--- src/rtl/mcu_pkg.sv ---
// Shared encodings for the multicycle control unit: opcodes, functs, states, ALU codes
// and datapath mux selects.
package mcu_pkg;

  localparam logic [5:0] OpRtype = 6'b000000;
  localparam logic [5:0] OpLw    = 6'b100011;
  localparam logic [5:0] OpSw    = 6'b101011;
  localparam logic [5:0] OpBeq   = 6'b000100;
  localparam logic [5:0] OpBne   = 6'b000101;
  localparam logic [5:0] OpAddi  = 6'b001000;
  localparam logic [5:0] OpSlti  = 6'b001010;
  localparam logic [5:0] OpAndi  = 6'b001100;
  localparam logic [5:0] OpOri   = 6'b001101;
  localparam logic [5:0] OpJ     = 6'b000010;

  localparam logic [5:0] FnAdd = 6'b100000;
  localparam logic [5:0] FnSub = 6'b100010;
  localparam logic [5:0] FnAnd = 6'b100100;
  localparam logic [5:0] FnOr  = 6'b100101;
  localparam logic [5:0] FnSlt = 6'b101010;
  localparam logic [5:0] FnSll = 6'b000000;
  localparam logic [5:0] FnSrl = 6'b000010;
  localparam logic [5:0] FnSra = 6'b000011;

  localparam logic [3:0] AluAdd = 4'b0010;
  localparam logic [3:0] AluSub = 4'b0110;
  localparam logic [3:0] AluAnd = 4'b0000;
  localparam logic [3:0] AluOr  = 4'b0001;
  localparam logic [3:0] AluSlt = 4'b0111;
  localparam logic [3:0] AluSll = 4'b1100;
  localparam logic [3:0] AluSrl = 4'b1101;
  localparam logic [3:0] AluSra = 4'b1111;

  localparam logic [1:0] PcSrcAlu    = 2'd0;
  localparam logic [1:0] PcSrcAluOut = 2'd1;
  localparam logic [1:0] PcSrcJump   = 2'd2;

  localparam logic [1:0] SrcBReg    = 2'd0;
  localparam logic [1:0] SrcBFour   = 2'd1;
  localparam logic [1:0] SrcBImm    = 2'd2;
  localparam logic [1:0] SrcBImmSh2 = 2'd3;

  typedef enum logic [3:0] {
    StFetch, StFetchWait, StDecode, StMemAdr, StMemRd, StMemRdWait, StMemWb, StMemWr,
    StMemWrWait, StExec, StAluWb, StBranch, StIExec, StIWb, StJump, StTrap
  } state_e;

  function automatic logic is_wait(state_e s);
    return (s == StFetchWait) || (s == StMemRdWait) || (s == StMemWrWait);
  endfunction

endpackage

--- src/rtl/mcu_alu_dec.sv ---
// ALU operation decoder: maps state/opcode/funct to the ALU code and the immediate
// extension select, and flags whether an R-type funct is implemented.
module mcu_alu_dec
  import mcu_pkg::*;
#(
  parameter int unsigned ALU_CTRL_W = 4
) (
  input  logic [5:0]            opcode,
  input  logic [5:0]            funct,
  input  state_e                state,
  output logic [ALU_CTRL_W-1:0] alu_control,
  output logic                  imm_zext,
  output logic                  funct_legal
);

  logic [3:0] funct_code;
  logic [3:0] code;

  always_comb begin
    funct_code  = AluAdd;
    funct_legal = 1'b1;
    case (funct)
      FnAdd:   funct_code = AluAdd;
      FnSub:   funct_code = AluSub;
      FnAnd:   funct_code = AluAnd;
      FnOr:    funct_code = AluOr;
      FnSlt:   funct_code = AluSlt;
      FnSll:   funct_code = AluSll;
      FnSrl:   funct_code = AluSrl;
      FnSra:   funct_code = AluSra;
      default: funct_legal = 1'b0;
    endcase
  end

  always_comb begin
    code     = AluAnd;
    imm_zext = 1'b0;
    case (state)
      StFetchWait, StDecode, StMemAdr: code = AluAdd;
      StExec:   code = funct_code;
      StBranch: code = AluSub;
      StIExec: begin
        case (opcode)
          OpAndi: begin
            code     = AluAnd;
            imm_zext = 1'b1;
          end
          OpOri: begin
            code     = AluOr;
            imm_zext = 1'b1;
          end
          OpSlti:  code = AluSlt;
          default: code = AluAdd;
        endcase
      end
      default: code = AluAnd;
    endcase
  end

  assign alu_control = ALU_CTRL_W'(code);

endmodule

--- src/rtl/mc_ctrl_unit.sv ---
// Multicycle control unit with request/done memory handshake and illegal-op trap.
// Define MEM_TIMEOUT_EN to add a wait-state watchdog that traps after MEM_TIMEOUT cycles.
module mc_ctrl_unit
  import mcu_pkg::*;
#(
  parameter int unsigned ALU_CTRL_W  = 4,
  parameter int unsigned MEM_TIMEOUT = 255
) (
  input  logic                  clk,
  input  logic                  rst,
  input  logic [5:0]            opcode,
  input  logic [5:0]            funct,
  input  logic                  zero,
  input  logic                  mem_done,
  output logic                  pc_en,
  output logic [1:0]            pc_src,
  output logic                  iord,
  output logic                  alu_src_a,
  output logic [1:0]            alu_src_b,
  output logic                  imm_zext,
  output logic [ALU_CTRL_W-1:0] alu_control,
  output logic                  ir_write,
  output logic                  reg_write,
  output logic                  reg_dest,
  output logic                  mem_to_reg,
  output logic                  mem_req,
  output logic                  mem_we,
  output logic                  illegal_op,
  output logic                  mem_timeout
);

  state_e                state_q, state_d;
  logic                  illegal_q, illegal_set;
  logic                  wait_expired;
  logic                  timeout_flag;
  logic [ALU_CTRL_W-1:0] dec_alu;
  logic                  dec_imm_zext;
  logic                  funct_legal;

  mcu_alu_dec #(.ALU_CTRL_W(ALU_CTRL_W)) u_alu_dec (
    .opcode     (opcode),
    .funct      (funct),
    .state      (state_q),
    .alu_control(dec_alu),
    .imm_zext   (dec_imm_zext),
    .funct_legal(funct_legal)
  );

`ifdef MEM_TIMEOUT_EN
  localparam int unsigned CntW = $clog2(MEM_TIMEOUT + 1);
  logic [CntW-1:0] cnt_q, cnt_d;
  logic            timeout_q;

  // Counter idles at zero outside waits, so it is cleared on every wait entry.
  assign cnt_d        = is_wait(state_q) ? cnt_q + CntW'(1) : '0;
  assign wait_expired = is_wait(state_q) && !mem_done && (cnt_q == CntW'(MEM_TIMEOUT - 1));
  assign timeout_flag = timeout_q;

  always_ff @(posedge clk) begin
    if (rst) begin
      cnt_q     <= '0;
      timeout_q <= 1'b0;
    end else begin
      cnt_q     <= cnt_d;
      timeout_q <= timeout_q | wait_expired;
    end
  end
`else
  logic unused_timeout;
  assign unused_timeout = ^MEM_TIMEOUT;
  assign wait_expired   = 1'b0;
  assign timeout_flag   = 1'b0;
`endif

  always_ff @(posedge clk) begin
    if (rst) begin
      state_q   <= StFetch;
      illegal_q <= 1'b0;
    end else begin
      state_q   <= state_d;
      illegal_q <= illegal_q | illegal_set;
    end
  end

  always_comb begin
    state_d     = state_q;
    illegal_set = 1'b0;
    case (state_q)
      StFetch:     state_d = StFetchWait;
      StFetchWait: if (mem_done) state_d = StDecode;
      StDecode: begin
        case (opcode)
          OpRtype: begin
            state_d     = funct_legal ? StExec : StTrap;
            illegal_set = !funct_legal;
          end
          OpLw, OpSw:                    state_d = StMemAdr;
          OpBeq, OpBne:                  state_d = StBranch;
          OpAddi, OpSlti, OpAndi, OpOri: state_d = StIExec;
          OpJ:                           state_d = StJump;
          default: begin
            state_d     = StTrap;
            illegal_set = 1'b1;
          end
        endcase
      end
      StMemAdr:    state_d = (opcode == OpLw) ? StMemRd : StMemWr;
      StMemRd:     state_d = StMemRdWait;
      StMemRdWait: if (mem_done) state_d = StMemWb;
      StMemWr:     state_d = StMemWrWait;
      StMemWrWait: if (mem_done) state_d = StFetch;
      StExec:      state_d = StAluWb;
      StIExec:     state_d = StIWb;
      StTrap:      state_d = StTrap;
      default:     state_d = StFetch;
    endcase
    if (wait_expired) state_d = StTrap;
  end

  always_comb begin
    pc_en       = 1'b0;
    pc_src      = PcSrcAlu;
    iord        = 1'b0;
    alu_src_a   = 1'b0;
    alu_src_b   = SrcBReg;
    imm_zext    = 1'b0;
    alu_control = dec_alu;
    ir_write    = 1'b0;
    reg_write   = 1'b0;
    reg_dest    = 1'b0;
    mem_to_reg  = 1'b0;
    mem_req     = 1'b0;
    mem_we      = 1'b0;
    case (state_q)
      StFetch: mem_req = 1'b1;
      StFetchWait: begin
        if (mem_done) begin
          ir_write  = 1'b1;
          pc_en     = 1'b1;
          alu_src_b = SrcBFour;
        end else begin
          alu_control = '0;
        end
      end
      StDecode: alu_src_b = SrcBImmSh2;
      StMemAdr: begin
        alu_src_a = 1'b1;
        alu_src_b = SrcBImm;
      end
      StMemRd: begin
        mem_req = 1'b1;
        iord    = 1'b1;
      end
      StMemRdWait: iord = 1'b1;
      StMemWr: begin
        mem_req = 1'b1;
        iord    = 1'b1;
        mem_we  = 1'b1;
      end
      StMemWrWait: begin
        iord   = 1'b1;
        mem_we = 1'b1;
      end
      StMemWb: begin
        reg_write  = 1'b1;
        mem_to_reg = 1'b1;
      end
      StExec: alu_src_a = 1'b1;
      StAluWb: begin
        reg_write = 1'b1;
        reg_dest  = 1'b1;
      end
      StIExec: begin
        alu_src_a = 1'b1;
        alu_src_b = SrcBImm;
        imm_zext  = dec_imm_zext;
      end
      StIWb: reg_write = 1'b1;
      StBranch: begin
        pc_src = PcSrcAluOut;
        pc_en  = (opcode == OpBeq) ? zero : ~zero;
      end
      StJump: begin
        pc_src = PcSrcJump;
        pc_en  = 1'b1;
      end
      default: ;
    endcase
    illegal_op  = illegal_q;
    mem_timeout = timeout_flag;
    // Reset forces every output low, including the sticky flags.
    if (rst) begin
      pc_en       = 1'b0;
      pc_src      = 2'd0;
      iord        = 1'b0;
      alu_src_a   = 1'b0;
      alu_src_b   = 2'd0;
      imm_zext    = 1'b0;
      alu_control = '0;
      ir_write    = 1'b0;
      reg_write   = 1'b0;
      reg_dest    = 1'b0;
      mem_to_reg  = 1'b0;
      mem_req     = 1'b0;
      mem_we      = 1'b0;
      illegal_op  = 1'b0;
      mem_timeout = 1'b0;
    end
  end

endmodule

--- config.mk ---
export PLATFORM = sky130hd
export DESIGN_NAME = mc_ctrl_unit
export DESIGN_NICKNAME = d
export VERILOG_FILES = /design/src/rtl/mcu_pkg.sv /design/src/rtl/mcu_alu_dec.sv /design/src/rtl/mc_ctrl_unit.sv
export SDC_FILE = /design/constraint.sdc
export NUM_CORES = 1
export LEC_CHECK = 0
export ABC_AREA = 1
export CORE_MARGIN = 3
export CORE_UTILIZATION = 41
export DETAILED_ROUTE_END_ITERATION = 8
export PLACE_DENSITY = 0.75
export SLEW_MARGIN = 15
export SYNTH_ARGS = -nofsm -noshare
export SYNTH_HDL_FRONTEND = slang
export SYNTH_HIERARCHICAL = 1
export SYNTH_SLANG_ARGS = --single-unit
--- constraint.sdc ---
create_clock -name clk -period 1.7 [get_ports clk]
set_clock_uncertainty 0.1 [all_clocks]
set_input_delay 0.34 -clock clk [delete_from_list [all_inputs] [get_ports clk]]
set_output_delay 0.34 -clock clk [all_outputs]
set_load 0.05 [all_outputs]
==> implementation parameters, run 1 <==
Parameter                              Value

Clock tree
  Clock tree root buffer cell ... sky130_fd_sc_hd__clkbuf_4
  Inserted Clock Buffers ... 3
  Sinks on Clock Net ... 5
  Setup bufs post-CTS ... 8
  H-tree levels ... 1
  Post-cts sizing count ... 72
  Maximum buffer depth of the clock tree ... 2
  Post-cts hold buffer count ... 0

Outcome
  Terminating stage of the flow ... clock tree synthesis (4_1_cts)
  Status ... aborted with a tool error
  Error msg ... [ERROR DPL-0033] detailed placement checks failed during check placement.

Placement
  Placed cell area ... about 1900 um2
  Final RePlAce weighted congestion ... about 0.88
  DP HPWL ... ~3.3 mm
  Buffers on Ports ... 34

Floorplan
  Boundary pin count ... 36
  Starting utilization of the core area ... 0.437
  Chip height ... around 55 um
  Cell row count ... 17
  Die width ... roughly 55 um

Synthesis
  Number of synthesized register bits ... 5
  Syn Area/Cell ... 4.93 um2
  Synth area leader ... sky130_fd_sc_hd__nand2_1
  Top cells by area in the synthesized netlist ... sky130_fd_sc_hd__nand2_1, sky130_fd_sc_hd__nor2_1, sky130_fd_sc_hd__inv_1, sky130_fd_sc_hd__nand3_1, sky130_fd_sc_hd__dfxtp_1
  Netlist area before placement ... slightly below 1000 um2
  Post-synthesis cell count ... around 200
  Top-area cell type share of the netlist area ... 0.173
  Number of library cell types mapped by synthesis ... 27
  Nets in the synthesized netlist ... roughly 210
  Sequential fraction of the synthesis area ... 0.103
  Yosys warning count ... 6
## cell families after synthesis
kind of cell | Yosys count | share of synthesized area
xor gates and xnor gates | 1 | 0.00898
other | 1 | 0.00384
DFF | 5 | 0.103
buffers and inverters | 43 | 0.169
and+or+nand+nor | 132 | 0.615
AOI/OAI and AO/OA | 16 | 0.100
## stage by stage
step                hold WS (ns)  instances   util  TNS (ns)  setup slack, ns
floorplan                  0.336        198      -    -0.832           -0.229
detailed placement         0.364        294  0.861     -6.09           -0.497
global placement           0.345        294  0.861     -5.31           -0.426
## cell usage after synthesis, drive strengths merged
master	instances
xor2	1
nand3	22
clkbuf	1
nor3	4
dfxtp	5
a21oi	8
conb	1
inv	41
nand3b	2
a31oi	1
nand2	48
nor2	47
and2	2
buf	1
o31ai	1
o21ai	4
o221ai	1
nand4	7
o211ai	1
==> run 2: changes to the inputs <==
--- a/config.mk
+++ b/config.mk
@@ -7,9 +7,9 @@
 export LEC_CHECK = 0
 export ABC_AREA = 1
 export CORE_MARGIN = 3
-export CORE_UTILIZATION = 41
+export CORE_UTILIZATION = 26
 export DETAILED_ROUTE_END_ITERATION = 8
-export PLACE_DENSITY = 0.75
+export PLACE_DENSITY_LB_ADDON = 0.15
 export SLEW_MARGIN = 15
 export SYNTH_ARGS = -nofsm -noshare
 export SYNTH_HDL_FRONTEND = slang
==> run 2 against run 1 <==
Net effect:
- the flow now finishes, with violations (setup timing)
- synthesized cell count unchanged
- area after synthesis unchanged
==> implementation parameters, run 2 <==
Parameter                              Value

Global routing
  Maximum number of pins on one net before global-route repair ... 8
  Global-route wire length before repair ... slightly above 6 mm
  Grt met2 use ... 0.309
  Met3 usage ... 0.0216
  GR peak layer ... met2
  Vias in the first global route ... ~1.6k
  GR Util All Layers ... 0.172
  Antenna violations before repair ... 0
  GR Layer Usage met1 ... 0.199
  Total congestion overflow ... 0

Layout
  Most used cells in the layout excluding fill and tap cells ... sky130_fd_sc_hd__buf_4, sky130_fd_sc_hd__nand2_1, sky130_fd_sc_hd__nor2_4, sky130_fd_sc_hd__inv_1, sky130_fd_sc_hd__buf_6
  Number of diodes added for antenna fixing ... 0
  Leading cell type in the layout, fill and taps excluded ... sky130_fd_sc_hd__buf_4
  Util after Layout ... 0.687
  Register ranked first by flip-flop count ... state_q
  Max FFs per register ... 4
  # nets final ... roughly 300
  P&R area growth vs syn ... 144%
  Layout cells sized above 1 ... 0.629
  Registers with the highest flip-flop counts ... state_q (4), illegal_q (1)

Worst setup path
  Crit Path Max Fanout ... 6
  Start-to-end type of the worst setup path ... flop to output pin
  Count of cells along the worst register-to-register path ... 11
  R2R Path Start ... state_q[0]$_SDFFE_PP0P_
  Nature of the critical path startpoint ... flop
  Data arrival time at the worst-slack endpoint ... between 1 and 1.5 ns
  FF-to-FF setup slack ... around 0.10 ns
  Critical path endpoint category ... output pin
  Required time at the endpoint of the critical path ... ~1.3 ns
  Capture point of the worst reg-to-reg path ... state_q[1]$_SDFFE_PP0P_
  Crit. Startpoint ... state_q[0]$_SDFFE_PP0P_
  Critical path destination ... reg_write

Synthesis
  Synth area leader ... sky130_fd_sc_hd__nand2_1
  Top cells by area in the synthesized netlist ... sky130_fd_sc_hd__nand2_1, sky130_fd_sc_hd__nor2_1, sky130_fd_sc_hd__inv_1, sky130_fd_sc_hd__nand3_1, sky130_fd_sc_hd__dfxtp_1
  Syn Area/Cell ... about 4.9 um2
  Post-Synth XOR/XNOR Area ... 0.00897
  Sequential fraction of the synthesis area ... 0.103
  Netlist area before placement ... 976 um2
  Number of synthesized register bits ... 5
  Post-synthesis cell count ... roughly 200
  Post-synth EDFFs ... 0
  Portion of netlist area occupied by mux cells ... 0
  Number of library cell types mapped by synthesis ... 27
  Dominant register cell in the synthesized netlist ... sky130_fd_sc_hd__dfxtp_1
  Yosys warning count ... 6
  Complex-gate fraction of the synthesized area ... 0.100
  Synth Area in Simple Gates ... 0.615
  Main combinational cell family by area after synthesis ... simple AND/OR/NAND/NOR gates
  Top-area cell type share of the netlist area ... 0.173
  Top cells by instance count after synthesis ... sky130_fd_sc_hd__nand2_1, sky130_fd_sc_hd__nor2_1, sky130_fd_sc_hd__inv_1
  Cell with the most instances after synthesis ... sky130_fd_sc_hd__nand2_1
  Async S/R FF share, synth ... 0
  Post-synthesis share of cell area spent on full adders, half adders and majority gates ... 0
  Nets in the synthesized netlist ... 214

Clock tree
  Inserted Clock Buffers ... 3
  Clock tree from TritonCTS ... built
  H-tree levels ... 1
  Clk pin slew, worst setup/hold paths ... 0.04 ns
  Sinks on Clock Net ... 5
  Maximum buffer depth of the clock tree ... 2
  Clock tree root buffer cell ... sky130_fd_sc_hd__clkbuf_8
  Clock network latency to the later pin of the worst-skew pair ... approximately 0.22 ns
  Post-cts hold buffer count ... 0

Floorplan
  Core footprint ... roughly 3500 um2
  Cell row count ... 21
  Chip height ... between 60 and 70 um
  Die width ... between 60 and 70 um
  Starting utilization of the core area ... 0.281
  Boundary pin count ... 36
  Die area ... 4520 um2

STA
  Hold slack final ... ~0.37 ns
  Fmax achieved ... approximately 540 MHz
  Slack of the critical path ... -0.162 ns
  Crit share post-route ... 1.10
  Count of pins over their slew limit ... 0
  Final setup fails ... 18
  RSZ-0062 raised after global routing ... true
  Tmin final ... approximately 1.9 ns
  Number of hold-slack violations in the final timing report ... 0

Pwr
  Max IR drop VDD ... around 1100 uV
  Total Power ... 0.00276 W
  Lkg Pwr ... approximately 1.1 nW
  Power density over the cells ... roughly 1200 nW/um2

Hold path
  Worst hold path type ... flop to flop
  Hold Path Cell Cnt ... 2
  Startpoint of the worst hold path ... illegal_q$_SDFF_PP0_

Route
  Number of remaining DRC errors ... 0
  Drt initial violations ... 29
  Number of iterations in the first detailed-routing pass ... 4
  Via count ... around 1.6k
  Vias per cell ... approximately 4.7
  Antenna Violating Nets Remaining ... 0
  Routed Wire Length ... around 3.9 mm
  Avg WL per Cell ... about 12 um

Outcome
  Status ... finished, violations left
  Violated checks ... setup timing

Placement
  DP Worst Slack ... -0.474 ns
  Buffers on Ports ... 34
  DP HPWL ... 2.76 mm
  Final RePlAce weighted congestion ... ~0.85

Flow run
  Max-cap viol count ... 0
-- run 2: routing by layer --
metal	vias up	share of wire
li1	800	-
met1	718	0.42
met2	36	0.53
met3	8	0.035
met4	0	0.017
met5	-	0
-- run 2: cell families after synthesis --
kind of cell              count (synthesis)
AOI/OAI and AO/OA                        16
xor gates and xnor gates                  1
buffers and inverters                    43
DFF                                       5
other                                     1
and+or+nand+nor                         132
-- run 2: critical path: stages (launching register included) --
cell and delay [ns]:
sky130_fd_sc_hd__dfxtp_4 0.37, sky130_fd_sc_hd__buf_6 0.14, sky130_fd_sc_hd__nor2_4 0.13, sky130_fd_sc_hd__nand2_4 0.09, sky130_fd_sc_hd__nor3_4 0.16, sky130_fd_sc_hd__nor2_2 0.07
sky130_fd_sc_hd__o31ai_4 0.06, sky130_fd_sc_hd__buf_6 0.19
-- run 2: final cells by class --
cell class / count / area [um2]
Timing Repair Buffer: 86 / 915
Fill cell: 293 / 1080
Clock buffer: 4 / 45.0
Tap cell: 46 / 57.6
Inverter: 41 / 159
Sequential cell: 5 / 115
Multi-Input combinational cell: 150 / 1090
-- run 2: worst min path at each step --
stage	to
detailed placement	illegal_q$_SDFF_PP0_
global placement	illegal_q$_SDFF_PP0_
CTS	illegal_q$_SDFF_PP0_
global route	illegal_q$_SDFF_PP0_
finish	illegal_q$_SDFF_PP0_
floorplan	illegal_q$_SDFF_PP0_
-- run 2: repair_timing --
item                       4_1_cts  5_1_grt
cloned                           0        0
buffers inserted                11        4
setup endpoints to repair       22       21
gates resized for setup         89       58
pin swaps                       33       33
-- run 2: stage by stage --
step | cells | instance area [um2] | TNS (ns)
6_report | 332 | 2380 | -1.78
5_1_grt | 332 | 2380 | -2.77
4_1_cts | 330 | 2320 | -1.75
3_5_place_dp | 315 | 1980 | -5.96
3_3_place_gp | 315 | 1980 | -5.84
2_1_floorplan | 198 | 1150 | -0.832
-- run 2: power breakdown --
group          total (W)  internal (W)  switching (W)
Combinational    0.00223      0.000999        0.00123
Sequential      0.000315      0.000196       0.000119
Clock           0.000216      0.000161      0.0000549
No activity file was read; power rests on OpenSTA's default activity.
